### src/rtl/kpn_fire_scheduler.sv
// Static firing scheduler for the KPN pipeline: tracks the five channel FIFO
// occupancies and issues at most one round-robin actor firing per clock.
module kpn_fire_scheduler #(
  parameter int DEPTH = 4,
  parameter int CNT_W = 3
) (
  input  logic             clk,
  input  logic             reset,
  input  logic             start,
  input  logic             stop,
  input  logic             src_valid,
  input  logic             sink_ready,
  output logic [3:0]       fire,
  output logic [CNT_W-1:0] occ_0,
  output logic [CNT_W-1:0] occ_1,
  output logic [CNT_W-1:0] occ_2,
  output logic [CNT_W-1:0] occ_3,
  output logic [CNT_W-1:0] occ_4,
  output logic [1:0]       state,
  output logic             done,
  output logic [15:0]      fire_count
);

  typedef enum logic [1:0] {
    IDLE  = 2'b00,
    RUN   = 2'b01,
    DRAIN = 2'b10
  } state_t;

  localparam logic [CNT_W-1:0] FULL_C = CNT_W'(DEPTH);
  localparam logic [CNT_W-1:0] ZERO_C = {CNT_W{1'b0}};
  localparam logic [CNT_W-1:0] ONE_C  = {{(CNT_W-1){1'b0}}, 1'b1};

  state_t           state_r;
  logic [3:0]       fire_r;
  logic [CNT_W-1:0] occ_r [5];
  logic [1:0]       ptr_r;
  logic             done_r;
  logic [15:0]      fire_count_r;

  logic [3:0]       elig_s;
  logic             active_s;
  logic             all_zero_s;
  logic             grant_valid_s;
  logic [1:0]       grant_s;
  logic [1:0]       cand_s;

  // Actor eligibility from registered occupancy and state; stop in RUN blocks the source at once.
  always_comb begin
    active_s   = (state_r == RUN) || (state_r == DRAIN);
    all_zero_s = (occ_r[0] == ZERO_C) && (occ_r[1] == ZERO_C) && (occ_r[2] == ZERO_C) &&
                 (occ_r[3] == ZERO_C) && (occ_r[4] == ZERO_C);
    elig_s[0]  = (state_r == RUN) && !stop && src_valid &&
                 (occ_r[0] < FULL_C) && (occ_r[1] < FULL_C);
    elig_s[1]  = active_s && (occ_r[0] != ZERO_C) && (occ_r[1] != ZERO_C) && (occ_r[2] < FULL_C);
    elig_s[2]  = active_s && (occ_r[2] != ZERO_C) && (occ_r[3] < FULL_C) && (occ_r[4] < FULL_C);
    elig_s[3]  = active_s && (occ_r[3] != ZERO_C) && (occ_r[4] != ZERO_C) && sink_ready;
  end

  // Round-robin search starting just after the last granted actor.
  always_comb begin
    grant_valid_s = 1'b0;
    grant_s       = ptr_r;
    cand_s        = ptr_r;
    for (int k = 1; k <= 4; k++) begin
      cand_s = ptr_r + 2'(k);
      if (!grant_valid_s && elig_s[cand_s]) begin
        grant_valid_s = 1'b1;
        grant_s       = cand_s;
      end else begin
        grant_valid_s = grant_valid_s;
      end
    end
  end

  // Control FSM, grant registration and occupancy bookkeeping.
  always_ff @(posedge clk) begin
    if (reset) begin
      state_r      <= IDLE;
      fire_r       <= 4'b0000;
      ptr_r        <= 2'd3;
      done_r       <= 1'b0;
      fire_count_r <= 16'd0;
      for (int i = 0; i < 5; i++) occ_r[i] <= ZERO_C;
    end else begin
      done_r <= 1'b0;
      fire_r <= 4'b0000;
      case (state_r)
        IDLE:    if (start) state_r <= RUN;
        RUN:     if (stop) state_r <= DRAIN;
        DRAIN: begin
          if (all_zero_s && !grant_valid_s) begin
            state_r <= IDLE;
            done_r  <= 1'b1;
          end
        end
        default: state_r <= IDLE;
      endcase
      if (grant_valid_s) begin
        ptr_r          <= grant_s;
        fire_r         <= 4'b0001 << grant_s;
        fire_count_r   <= fire_count_r + 16'd1;
        case (grant_s)
          2'd0: begin
            occ_r[0] <= occ_r[0] + ONE_C;
            occ_r[1] <= occ_r[1] + ONE_C;
          end
          2'd1: begin
            occ_r[0] <= occ_r[0] - ONE_C;
            occ_r[1] <= occ_r[1] - ONE_C;
            occ_r[2] <= occ_r[2] + ONE_C;
          end
          2'd2: begin
            occ_r[2] <= occ_r[2] - ONE_C;
            occ_r[3] <= occ_r[3] + ONE_C;
            occ_r[4] <= occ_r[4] + ONE_C;
          end
          2'd3: begin
            occ_r[3] <= occ_r[3] - ONE_C;
            occ_r[4] <= occ_r[4] - ONE_C;
          end
          default: ptr_r <= grant_s;
        endcase
      end
    end
  end

  assign fire       = fire_r;
  assign occ_0      = occ_r[0];
  assign occ_1      = occ_r[1];
  assign occ_2      = occ_r[2];
  assign occ_3      = occ_r[3];
  assign occ_4      = occ_r[4];
  assign state      = state_r;
  assign done       = done_r;
  assign fire_count = fire_count_r;

endmodule

### config.mk
export PLATFORM = sky130hd
export DESIGN_NAME = kpn_fire_scheduler
export DESIGN_NICKNAME = d
export VERILOG_FILES = /design/src/rtl/kpn_fire_scheduler.sv
export SDC_FILE = /design/constraint.sdc
export NUM_CORES = 1
export LEC_CHECK = 0
export ABC_AREA = 1
export BUFFER_PORTS_ARGS = -buffer_cell sky130_fd_sc_hd__buf_2
export CORE_ASPECT_RATIO = 1.75
export CORE_MARGIN = 2
export CORE_UTILIZATION = 35
export DETAILED_ROUTE_END_ITERATION = 16
export GPL_ROUTABILITY_DRIVEN = 0
export PLACE_DENSITY = 0.61
export SLEW_MARGIN = 30
export SYNTH_ARGS = -nofsm -noshare
export SYNTH_HDL_FRONTEND = slang
export SYNTH_SLANG_ARGS = --single-unit
### constraint.sdc
create_clock -name clk -period 5.6 [get_ports clk]
set_input_delay 1.12 -clock clk [delete_from_list [all_inputs] [get_ports clk]]
set_output_delay 1.12 -clock clk [all_outputs]
set_load 0.01 [all_outputs]
---- Word-level counts from Yosys, hierarchy flattened ----
Memories as Yosys holds them, arrays and structs flattened.
Index checks and enable logic that the tools add are counted.
storage, ports and cells
  bits in registers ....................... 25
  RAM bits ................................ 15
  input bits .............................. 6
  output and inout bits ................... 38
  word-level logic and storage cells ...... 141
  memories kept ........................... 1
cells by class
  $add $sub $neg .......................... 14
  magnitude comparators ................... 9
  eq/ne operators ......................... 8
  shift operators ......................... 1
  mux-type cells .......................... 49
  bitwise logic cells ..................... 12
  reductions and logical operators ........ 42
memories
  name   words  bits a word  read ports  clocked after memory_dff  wr ports  line  text
  occ_r  5      3            5           0                         5         36    logic [CNT_W-1:0] occ_r [5];
operators with widths
  cell                                                  number
  2-to-1 mux 3 bit                                      10
  2-to-1 mux 1 bit                                      27
  logical AND 1 bit                                     21
  adder 16 x 1 -> 16 bit (second input constant)        1
  adder 3 x 1 -> 3 bit (second input constant)          5
  logical NOT 3 bit                                     5
  < comparator 3 bit (second input constant)            5
  nonzero test 3 bit                                    5
  subtractor 3 x 1 -> 3 bit (second input constant)     5
  2-to-1 mux 2 bit                                      7
  < comparator 2 x 3 -> 1 bit (second input constant)   4
  OR 1 bit                                              10
  binary-select mux 1 bit (select 2 bit)                4
  equality test 2 bit (second input constant)           3
  case mux 2 bit (3 select lines)                       1
  logical NOT 1 bit                                     5
  adder 2 bit (second input constant)                   2
  equality test 2 x 1 -> 1 bit (second input constant)  2
  logical NOT 2 bit                                     2
  != test 2 bit (second input constant)                 2
  OR reduction 2 bit                                    2
  << shifter 1 x 2 -> 4 bit (first input constant)      1
  AND reduction 3 bit                                   1
  adder 2 x 1 -> 2 bit (second input constant)          1
  3 further kinds                                       4

---- Depth between registers and ports, before layout ----
  depth in word-level cells ............... 24
  mapped depth ............................ 19
  depth with buffers taken out ............ 19

---- Least setup slack after synthesis ----
OpenSTA, ideal clock, no wires.
  path type ............................... input-to-reg
  from .................................... input port stop
  to ...................................... memory occ_r[0][2] (data pin)
  setup time .............................. 254 ps
  arrival time ............................ 3,012 ps
  required time ........................... 5,346 ps
  setup slack ............................. 2,334 ps
  cell stages on the path ................. 15
  path buffers ............................ 0
  cells stage by stage .................... nor2_1 -> nand3_1 -> nand2_1 -> nand3_1 -> nand2_2 -> nand4_1 -> nand2_4 -> nand3_1 -> nor2_1 -> nand2_1 -> fa_1 -> xnor2_1 -> nand3_1 -> nand2_1 -> nor2_2
RTL lines
  element             line  text
  start: declaration  10    input logic stop,
  end: declaration    36

==> results.cfg <==
[clock_network]
clockRootBuffer = clkbuf_16
clk_latency_ps = 280
cts_inserted_buffers = 5
h-tree-depth = 2
postCtsSetupBuffers = 0
cts_num_sinks = 40
ctsLongestPathBuffers = 2
cts_hold_buf = 0
cts_resized = 0
clkTransAtPathRegs_ps = 50
cts_tree = done

[flow_run]
max_cap_violations = 0

[place]
io_buffers = 43
dpl.hpwl_um = 4283
dp.cells = 432

[synthesis]
async_reset_ff_frac = 0
ys_types = 35
synth_cells = 311
synth.top_cell.area_share = 0.2050
synth_edf_count = 15
syn-num-nets = 331
syn_area_mm2 = 0.002441
synth-main-ff-cell = dfxtp_1
ys_seq_area_frac = 0.3895
ys_ff_latch = 40
ys_top_cells_by_area = dfxtp_1 (21%), edfxtp_1 (18%), nand2_1 (10%)
ys_warn_count = 0
synth_most_common_cell = nand2_1
synth_common_cells = nand2_1 (65), inv_1 (48), dfxtp_1 (25)
synth_largest_area_cell = dfxtp_1
synth_area_per_cell_um2 = 7.849

[worst_setup_path]
worstPathArrival_ps = 3520
cp_slowest_cell = fa_1
cpMostUsedCell = nand3_1
crit_type = in2reg
startpoint_type = input port
cp_cell_sequence = buf_2 > nor2_1 > nand3_1 > nand2_1 > nand3_1 > nand2_2 > nand4_1 > nand2_4 > nand3_1 > nor2_1 > nand2_1 > fa_1 > xnor2_1 > nand3_1 > nand2_1 > nor2_2
crit_required_ps = 5640
slowest_delay_ps = 440
worstSetupEndpointType = register
crit_fanout = 4

[outcome]
status = finished, final reports clean

[timing]
finalHoldViolCount = 0
max_freq_ghz = 0.2870
slew_viol_final = 0
tightestPinTransition_ps = 854.2
setup_viol = 0
finalCritPeriodShare = 0.6221
finalSetupTns_ps = 0
fin_crit_ps = 3484
maxSlewHeadroom = 0.4245
holdWs_ps = 460.9
rsz0062_at_grt = false
fin_skew_ps = 6.875

[die]
dieArea_mm2 = 0.007685
die_h_um = 114.5
rows = 40
ios = 44
fp.dieW_um = 67.13
core_area_mm2 = 0.006807
initial_core_util = 0.3586

[drt]
antenna_left = 0
drt_iter0_drc = 58
num_vias = 2147
avgViaCountPerCell = 4.880
drc = 0
wl_per_cell_um = 12.62
finalWirelength_um = 5552
first_pass_iters = 6

[pwr]
leakage_nw = 1.379
ir_drop_mv = 0.2592
p_per_area_mw_per_mm2 = 628.9

[global_routing]
grtUsageTotal = 0.1542
grt_pass1_vias = 1981
grt_pass1_wl_um = 8921
grt-ovfl-total = 0
grt_max_degree = 21
antenna_found_initial = 0

[finish]
fin_nets = 375
layout-drive-gt1-share = 0.2051
final_cells = 440
antennaDiodeCount = 0
area_delta_synth_final_pct = 17.07

[min_path]
hp-class = reg2reg
-- placed cells by master, fill, tap and decap left out, drive strengths merged --
master	netlist	final
a21oi	14	14
nand3	22	22
edfxtp	15	15
nand2	74	74
ha	11	11
nor4	3	3
fa	3	3
a31oi	1	1
xor2	3	3
nand4	15	15
and3	1	1
xnor2	8	8
nor3	13	13
nor3b	2	2
o21ai	14	14
clkbuf	2	7
buf	4	43
clkinv	0	1
nor2	26	26
nand3b	1	1
o21ba	1	1
dfxtp	25	25
inv	53	53
-- metal layers --
metal,vias up,track usage,part of all wire
met5,-,0,0
met4,0,0.07891,0.025
met3,10,0.03147,0.043
met2,55,0.2825,0.54
met1,985,0.1584,0.39
li1,1097,-,-
-- where the power goes --
part           internal, mW  total, mW  switching, mW
clock                 0.164      0.271          0.108
sequential            0.433      0.511         0.0782
combinational         0.325       1.01          0.689
total                 0.922       1.80          0.875
-- state kept, by name, indices dropped and copies added (netlist names) --
name and cells:
done 1, fire 4, fire_count 16, occ_r 15, ptr_r 2, state 2
-- critical path, delay by kind of cell --
kind	cells	cell delay, ps
xor gates and xnor gates	1	200
adders and majority gates	1	440
buffers and inverters	1	90
and+or+nand+nor	13	1670
-- cells by family (layout without fill, tap and decap cells) --
| group | after synthesis | after routing | synth area share |
|---|---|---|---|
| AO/OA/AOI/OAI | 30 | 30 | 0.06869 |
| XOR/XNOR | 11 | 11 | 0.04255 |
| adder cells (fa/ha/maj) | 14 | 14 | 0.08098 |
| buffers and inverters | 59 | 104 | 0.09892 |
| flip-flops | 40 | 40 | 0.3895 |
| AND/OR/NAND/NOR | 157 | 157 | 0.3193 |
-- layout make-up --
type                       count  area [um2]
clock buffer                   7       132.6
sequential                    40       950.9
tap                           84       105.1
clock inverter                 1       3.754
multi-input combinational    212        1249
fill                         706        3949
inverter                      53       201.4
timing repair buffer          43       215.2
-- path summary, 6_finish.rpt --
| kind | startpoint | to | slack, ps | cells past startpoint |
|---|---|---|---|---|
| max | stop | occ_r[0][2] | 2120 | 16 |
| min | fire_count[4] | fire_count[4] | 460 | 2 |
| max reg2reg | state[0] | occ_r[0][2] | 2280 | 18 |
| min reg2reg | fire_count[4] | fire_count[4] | 460 | 2 |
-- per-stage QoR --
step           setup WS [ps]  total power, mW  area (um2)  utilization
2_1_floorplan           2334            1.311        2441            -
3_3_place_gp            1984            1.525        2721       0.3998
3_5_place_dp            1865            1.544        2721       0.3998
4_1_cts                 2153            1.820        2858       0.4199
5_1_grt                 1892            1.960        2858       0.4199
6_report                2116            1.797        2858       0.4199
(Power assumes the default switching activity.)
